==> src/rtl/striping_n.sv <==
// Parametrised round-robin word striper: spreads one DATA_W input stream across LANES output lanes,
// with packed mode, start-of-packet realignment to lane 0 and a saturating per-packet word counter.
module striping_n #(
    parameter int DATA_W    = 32,
    parameter int LANES     = 4,
    parameter int CNT_W     = 16,
    parameter int IDLE_ZERO = 1
) (
    input  logic                        clk_2f,
    input  logic                        reset,
    input  logic [DATA_W-1:0]           data_in,
    input  logic                        valid_in,
    input  logic                        sop_in,
    input  logic                        mode,
    output logic [LANES*DATA_W-1:0]     lane_data,
    output logic [LANES-1:0]            lane_valid,
    output logic [$clog2(LANES)-1:0]    lane_sel,
    output logic                        group_done,
    output logic [CNT_W-1:0]            word_cnt
);

    localparam int SEL_W = $clog2(LANES);
    localparam logic [CNT_W-1:0] CNT_MAX = {CNT_W{1'b1}};
    localparam logic [SEL_W-1:0] LAST_LANE = SEL_W'(LANES - 1);

    logic [SEL_W-1:0] wr_lane;
    logic [SEL_W-1:0] next_sel;

    // sop_in forces the write to lane 0 and outranks mode when choosing the next pointer;
    // LANES is a power of two, so the pointer wraps naturally in SEL_W bits.
    always_comb begin
        wr_lane  = sop_in ? '0 : lane_sel;
        next_sel = lane_sel;
        if (sop_in) begin
            next_sel = valid_in ? SEL_W'(1) : '0;
        end else if (valid_in || !mode) begin
            next_sel = lane_sel + SEL_W'(1);
        end
    end

    always_ff @(posedge clk_2f) begin
        if (!reset) begin
            lane_data  <= '0;
            lane_valid <= '0;
            lane_sel   <= '0;
            group_done <= 1'b0;
            word_cnt   <= '0;
        end else begin
            lane_sel   <= next_sel;
            group_done <= valid_in && (wr_lane == LAST_LANE);
            for (int k = 0; k < LANES; k++) begin
                if (valid_in && (wr_lane == SEL_W'(k))) begin
                    lane_data[k*DATA_W +: DATA_W] <= data_in;
                    lane_valid[k]                 <= 1'b1;
                end else begin
                    lane_valid[k] <= 1'b0;
                    if (IDLE_ZERO != 0) begin
                        lane_data[k*DATA_W +: DATA_W] <= '0;
                    end
                end
            end
            // Counter restarts on every sop_in and is left alone by idle cycles.
            if (sop_in) begin
                word_cnt <= valid_in ? CNT_W'(1) : '0;
            end else if (valid_in && (word_cnt != CNT_MAX)) begin
                word_cnt <= word_cnt + CNT_W'(1);
            end
        end
    end

endmodule

==> config.mk <==
export PLATFORM = sky130hd
export DESIGN_NAME = striping_n
export DESIGN_NICKNAME = d
export VERILOG_FILES = /design/src/rtl/striping_n.sv
export SDC_FILE = /design/constraint.sdc
export NUM_CORES = 1
export LEC_CHECK = 0
export ABC_AREA = 1
export ABC_CLOCK_PERIOD_IN_PS = 1900
export CAP_MARGIN = 20
export CELL_PAD_IN_SITES_DETAIL_PLACEMENT = 1
export CELL_PAD_IN_SITES_GLOBAL_PLACEMENT = 2
export CORE_MARGIN = 1
export CORE_UTILIZATION = 24
export DETAILED_ROUTE_END_ITERATION = 7
export GPL_TIMING_DRIVEN = 0
export HOLD_SLACK_MARGIN = 0.06
export PLACE_DENSITY_LB_ADDON = 0.1
export SLEW_MARGIN = 20
export SYNTH_ARGS = -nofsm -noshare
export SYNTH_HDL_FRONTEND = slang
export SYNTH_SLANG_ARGS = --single-unit
==> constraint.sdc <==
create_clock -name clk_2f -period 1.9 [get_ports clk_2f]
set_clock_uncertainty 0.1 [all_clocks]
set_input_delay 0.57 -clock clk_2f [delete_from_list [all_inputs] [get_ports clk_2f]]
set_output_delay 0.57 -clock clk_2f [all_outputs]
set_load 0.03 [all_outputs]
==> impl_metrics.tcl, run 1 <==
set metrics [dict create \
    tritoncts "done" \
    netlist.area_leader.share 0.6682 \
    maxSlewViolCount 0 \
    grt_pass1_vias 3977 \
    synth_top_family_by_area "simple AND/OR/NAND/NOR gates" \
    htreeDepth 4 \
    path_buf_inv 1 \
    antenna_found_initial 0 \
    die_y_um 138.8 \
    core_um2 18150 \
    synthDistinctLibCells 23 \
    cts_buffer_depth 2 \
    fin_crit_ns 1.828 \
    fin_cells 944 \
    dp_hpwl_um 10330 \
    rows 49 \
    status "finished with violations" \
    dr.pass1.iters 8 \
    relSlewSlack 0.6947 \
    yosys.area.top_type "dfxtp_1" \
    clkSinkCount 150 \
    hold_ws_ns 0.3911 \
    vias_per_cell 4.079 \
    insertion_delay_ns 0.41 \
    worst_setup_path_start_kind "flip-flop" \
    clk_pin_slew_ns 0.07 \
    pwr_density_cell_nw_per_um2 988.2 \
    worst_pin_slew_ns 0.4574 \
    netlist_area_um2 4494 \
    grt_pass1_wl_um 22090 \
    fmax_mhz 547.0 \
    rsz0062_at_grt "true" \
    grt_use_total 0.1515 \
    antenna_left 0 \
    cp.required_ns 1.23 \
    final-setup-viol-count 0 \
    vias 3851 \
    syn2layout_area_growth_pct 59.27 \
    initial_core_util 0.2477 \
    crit_path_end_kind "primary output" \
    crit_path_top_delay_cell "dfxtp_1" \
    path_class "reg2out" \
    power_leakage_nw 3.615 \
    violations "DRC" \
    ctsHoldBuffers 0 \
    synthAdderAreaFrac 0.002784 \
    synth_nets 535 \
    synthMuxAreaShare 0 \
    ios 188 \
    power_mw 7.074 \
    maxCapViolCount 0 \
    first_iter_violations 107 \
    seq_area_frac_synth 0.6682 \
    synthTopCellsByArea "dfxtp_1 67%, nor2_1 13%, inv_1 4.8%" \
    synth_cells 497 \
    diodes 0 \
    critical_path.max_fanout 5 \
    ys_seq_elements 150 \
    synthXorXnorAreaFrac 0.009744 \
    portBuffers 187 \
    syn_area_per_cell_um2 9.043 \
    yosys.area_share.simple 0.2219 \
    die_area_um2 19280 \
    crit_chain "clkdlybuf4s15_2" \
    drt_wl_total_um 13950 \
    drive_above_1_share 0.1287 \
    nets 740 \
    gp_congestion 0.7002 \
    synth-compound-area-share 0.02923 \
    yosysWarnings 0 \
    critPathTopFamily "flip-flops" \
    cp_slowest_stage_delay_ns 0.42 \
    finalHoldViolCount 0 \
    irDropWorstVdd_mv 0.8749 \
    crit_arrival_ns 1.16 \
    avgRoutedWirePerCell_um 14.77 \
    clock-root-buffer "clkbuf_16" \
    drc 17 \
    grt_max_degree 17 \
    dp_cells 913 \
    cts_buffers 17 \
    hold_path.class "reg2reg" \
    period_share 0.9622 \
    overflow 0 \
    dieWidth_um 138.8 \
]
-- metal layers --
metal	track usage	up-vias	wire, um
li1	-	1914	-
met1	0.1799	1825	6038
met2	0.2517	110	6715
met3	0.05836	2	1138
met4	0.04737	0	53
met5	0	-	0
-- worst paths after layout --
kind,start,end,slack (ns),depth (start not counted)
max,word_cnt[5]$_SDFFE_PN0P_,word_cnt[5],0.07,1
min,lane_sel[1]$_SDFFE_PN0P_,lane_sel[1]$_SDFFE_PN0P_,0.39,2
max reg2reg,word_cnt[1]$_SDFFE_PN0P_,word_cnt[4]$_SDFFE_PN0P_,0.14,8
min reg2reg,lane_sel[1]$_SDFFE_PN0P_,lane_sel[1]$_SDFFE_PN0P_,0.39,2
-- cell usage after synthesis --
cell and n:
dfxtp_1 150, o21ai_0 6, clkbuf_1 4, a21oi_1 11, nor2_4 2, nand2_1 49, nand4_1 5, inv_1 57
xor2_1 5, nand2_2 1, buf_6 1, nor2_1 155, o21ai_4 1, clkinv_1 1, nand3_2 1, nor3_1 4
buf_4 1, nand2_4 1, o21bai_1 3, buf_2 11, a211oi_1 1, ha_1 1, nand3_1 26
-- where the power goes --
| part | switching (mW) | total (mW) | internal [mW] |
|---|---|---|---|
| Clock | 1.45 | 3.45 | 2.00 |
| Combinational | 0.261 | 0.412 | 0.151 |
| Sequential | 0.0214 | 3.21 | 3.19 |
-- area by class of cell --
type                            instances  area, um^2
Fill cell                            2163       10990
Sequential cell                       150        3020
Timing Repair Buffer                  187        1719
Multi-Input combinational cell        272        1202
Clock buffer                           18       429.2
Tap cell                              229       286.5
Inverter                               58       222.7
Clock inverter                         14       178.9
Buffer                                 16       98.84
-- per-stage QoR --
stage	setup TNS (ns)	setup slack, ns	util	instance area [um^2]
detailed placement	-60.60	-0.7377	0.3666	6653
global placement	-59.01	-0.7094	0.3666	6653
finish	0	0.07182	0.3944	7158
floorplan	0	0.06157	-	4494
CTS	-0.03467	-0.03467	0.3931	7134
global route	-0.001332	-0.001332	0.3944	7158
-- cells by family (layout without fill, tap and decap cells) --
family,count (synthesis),after routing
AND/OR/NAND/NOR,244,244
flip-flops,150,150
buffers and inverters,75,293
AO/OA/AOI/OAI,22,22
XOR/XNOR,5,5
adder cells (fa/ha/maj),1,1
-- cell usage in the layout (no fill, tap or decap), types with 5 or more instances in the layout --
cell type          n
inv_1             55
nand2_1           49
clkdlybuf4s50_1   34
o21ai_0            6
clkdlybuf4s15_2   16
clkbuf_16         17
dfxtp_2           11
dlygate4sd2_1    132
nand3_1           26
nand4_1            5
dfxtp_1          138
nor2_1           152
inv_6              6
a21oi_1           11
xor2_1             5
buf_2             10
-- state kept, by name (all words and copies together) (netlist names) --
name        flops
word_cnt       16
lane_valid      4
lane_data     128
lane_sel        2
-- timing repair --
| action | in CTS | in global routing |
|---|---|---|
| resized for setup | 200 | 27 |
| gates cloned | 0 | 0 |
| setup endpoints to repair | 195 | 132 |
| endpoints found under the hold margin | 0 | 0 |
| setup buffers | 0 | 0 |
| pin swaps | 0 | 0 |
(Power assumes the default switching activity.)
==> run 2: changes to the inputs <==
--- a/config.mk
+++ b/config.mk
@@ -6,12 +6,12 @@
 export NUM_CORES = 1
 export LEC_CHECK = 0
 export ABC_AREA = 1
-export ABC_CLOCK_PERIOD_IN_PS = 1900
-export CAP_MARGIN = 20
+export ABC_CLOCK_PERIOD_IN_PS = 2270
+export CAP_MARGIN = 10
 export CELL_PAD_IN_SITES_DETAIL_PLACEMENT = 1
 export CELL_PAD_IN_SITES_GLOBAL_PLACEMENT = 2
 export CORE_MARGIN = 1
-export CORE_UTILIZATION = 24
+export CORE_UTILIZATION = 25
 export DETAILED_ROUTE_END_ITERATION = 7
 export GPL_TIMING_DRIVEN = 0
 export HOLD_SLACK_MARGIN = 0.06
==> constraint.sdc (replaced) <==
create_clock -name clk_2f -period 2.27 [get_ports clk_2f]
set_clock_uncertainty 0.1 [all_clocks]
set_input_delay 0.681 -clock clk_2f [delete_from_list [all_inputs] [get_ports clk_2f]]
set_output_delay 0.681 -clock clk_2f [all_outputs]
set_load 0.03 [all_outputs]
==> impl_metrics.tcl, run 2 (same netlist as run 1, synthesis figures left out) <==
set metrics [dict create \
    cts_buffer_depth 2 \
    dp_hpwl_um 10330 \
    maxCapViolCount 0 \
    ctsHoldBuffers 0 \
    crit_path_top_delay_cell "clkdlybuf4s50_1" \
    diodes 0 \
    nets 743 \
    layout_common_cells "164 x clkdlybuf4s50_1, 154 x nor2_1, 150 x dfxtp_1" \
    dieWidth_um 136.1 \
    vias 3886 \
    final-setup-viol-count 0 \
    design_area_um2 7261 \
    grt_pass1_wl_um 21650 \
    clk_pin_slew_ns 0.07 \
    overflow 0 \
    path_buf_inv 1 \
    met2_length_um 6780 \
    r2r_slack_ns 0.30 \
    insertion_delay_ns 0.42 \
    clkSinkCount 150 \
    drc 0 \
    maxSlewViolCount 0 \
    met1Wirelength_um 5950 \
    rr_worst_depth 8 \
    htreeDepth 4 \
    die_y_um 136.1 \
    hold-path-endpoint "lane_sel[1]$_SDFFE_PN0P_" \
    fin_crit_ns 2.225 \
    crit_path_end_kind "primary output" \
    dp_slack_ns -0.5352 \
    core_um2 17420 \
    syn2layout_area_growth_pct 61.55 \
    worst_pin_slew_ns 0.5672 \
    mostFrequentLayoutCell "clkdlybuf4s50_1" \
    ios 188 \
    initial_core_util 0.2580 \
    critical_path.max_fanout 1 \
    timing.rr.start "word_cnt[0]$_SDFFE_PN0P_" \
    crit_arrival_ns 1.44 \
    cp.required_ns 1.49 \
    finalHoldViolCount 0 \
    cts_buffers 17 \
    antenna_found_initial 0 \
    relSlewSlack 0.6218 \
    hold_ws_ns 0.4064 \
    gp_congestion 0.7174 \
    avgRoutedWirePerCell_um 14.74 \
    crit_chain "clkdlybuf4s50_1" \
    power_leakage_nw 3.124 \
    largest_register "lane_data" \
    rows 48 \
    top_layer_used "met4" \
    status "finished clean" \
    path_class "reg2out" \
    pwr_density_cell_nw_per_um2 812.6 \
    drive_above_1_share 0.08078 \
    grt_pass1_vias 3981 \
    irDropWorstVdd_mv 0.4870 \
    rsz0062_at_grt "false" \
    wl_met3_um 996 \
    place_area_um2 6648 \
    layout_setup_ws_ns 0.04506 \
    die_area_um2 18520 \
    largest_reg_flops 128 \
    vias_per_cell 4.121 \
    drt_wl_total_um 13900 \
    cp_slowest_stage_delay_ns 0.71 \
    first_iter_violations 125 \
    tritoncts "done" \
    antenna_left 0 \
    biggestRegsByFlops "lane_data x128, word_cnt x16, lane_valid x4" \
    period_share 0.9801 \
    hold_start "lane_sel[1]$_SDFFE_PN0P_" \
    rr_endpoint "word_cnt[15]$_SDFFE_PN0P_" \
    worst_setup_path_start_kind "flip-flop" \
    critPathTopFamily "buffers and inverters" \
    portBuffers 187 \
    grt_max_degree 18 \
    fmax_mhz 449.5 \
    min_path_cells 2 \
    hold_path.class "reg2reg" \
    dr.pass1.iters 4 \
    clock-root-buffer "clkbuf_16" \
    grt_use_total 0.1564 \
]
[run 2: cell count changes in the layout (fill, tap and decap cells not counted), sizes merged]
cell and change:
clkdlybuf4s18 -2, inv +1, buf +1, bufinv -1, clkdlybuf4s15 -16, dlygate4sd2 -112
clkdlybuf4s50 +130, dlymetal6s2s +2, clkinv +1, clkbuf -1
[run 2: worst register-to-register path: stages, from the launching register on]
cell and delay (ns):
dfxtp_1 0.47, ha_1 0.26, nand2_1 0.10, nor2_4 0.17, nand2_4 0.09, o21ai_4 0.19, nand2_2 0.20, nand2_1 0.19
o21ai_0 0.09
[run 2: metal layers]
metal	up-vias	GRT usage
met5	-	0
met4	0	0.05617
met3	14	0.05108
met2	122	0.2583
met1	1827	0.1888
li1	1923	-
[run 2: how the worst max path moves through the flow]
stage,from,endpoint,slack (ns),cells after the start
after detailed placement,reset,word_cnt[11]$_SDFFE_PN0P_,-0.54,7
after global placement,reset,word_cnt[9]$_SDFFE_PN0P_,-0.56,7
after global routing,lane_data[34]$_SDFF_PN0_,lane_data[34],0.004,1
final,lane_valid[2]$_SDFF_PN0_,lane_valid[2],0.05,1
after floorplan,word_cnt[0]$_SDFFE_PN0P_,word_cnt[2]$_SDFFE_PN0P_,0.43,8
after CTS,reset,word_cnt[11]$_SDFFE_PN0P_,0.02,7
[run 2: final cells by class]
| type | instances | area, um^2 |
|---|---|---|
| Fill cell | 1988 | 10160 |
| Clock inverter | 15 | 180.2 |
| Clock buffer | 17 | 425.4 |
| Tap cell | 225 | 281.5 |
| Buffer | 17 | 92.59 |
| Timing Repair Buffer | 189 | 1869 |
| Inverter | 58 | 221.5 |
| Multi-Input combinational cell | 272 | 1187 |
| Sequential cell | 150 | 3003 |
[run 2: stage by stage]
step	power, mW	TNS (ns)	util	cells
after detailed placement	3.123	-26.04	0.3817	909
after global placement	3.119	-25.20	0.3817	909
after floorplan	2.927	0	-	497
after CTS	6.005	0	0.4152	941
final	5.900	0	0.4169	943
after global routing	6.163	0	0.4169	943
[run 2: repair_timing]
| action | CTS | global route |
|---|---|---|
| pin swaps | 0 | 0 |
| setup buffers | 0 | 2 |
| setup endpoints to repair | 23 | 32 |
| hold endpoints to repair | 0 | 0 |
| resized for setup | 21 | 10 |
[run 2: report_power, final]
part / internal, mW / total, mW / leakage [nW] / switching (mW)
clock: 1.59 / 2.84 / 0.299 / 1.26
sequential: 2.67 / 2.69 / 1.21 / 0.0194
combinational: 0.148 / 0.365 / 1.61 / 0.217
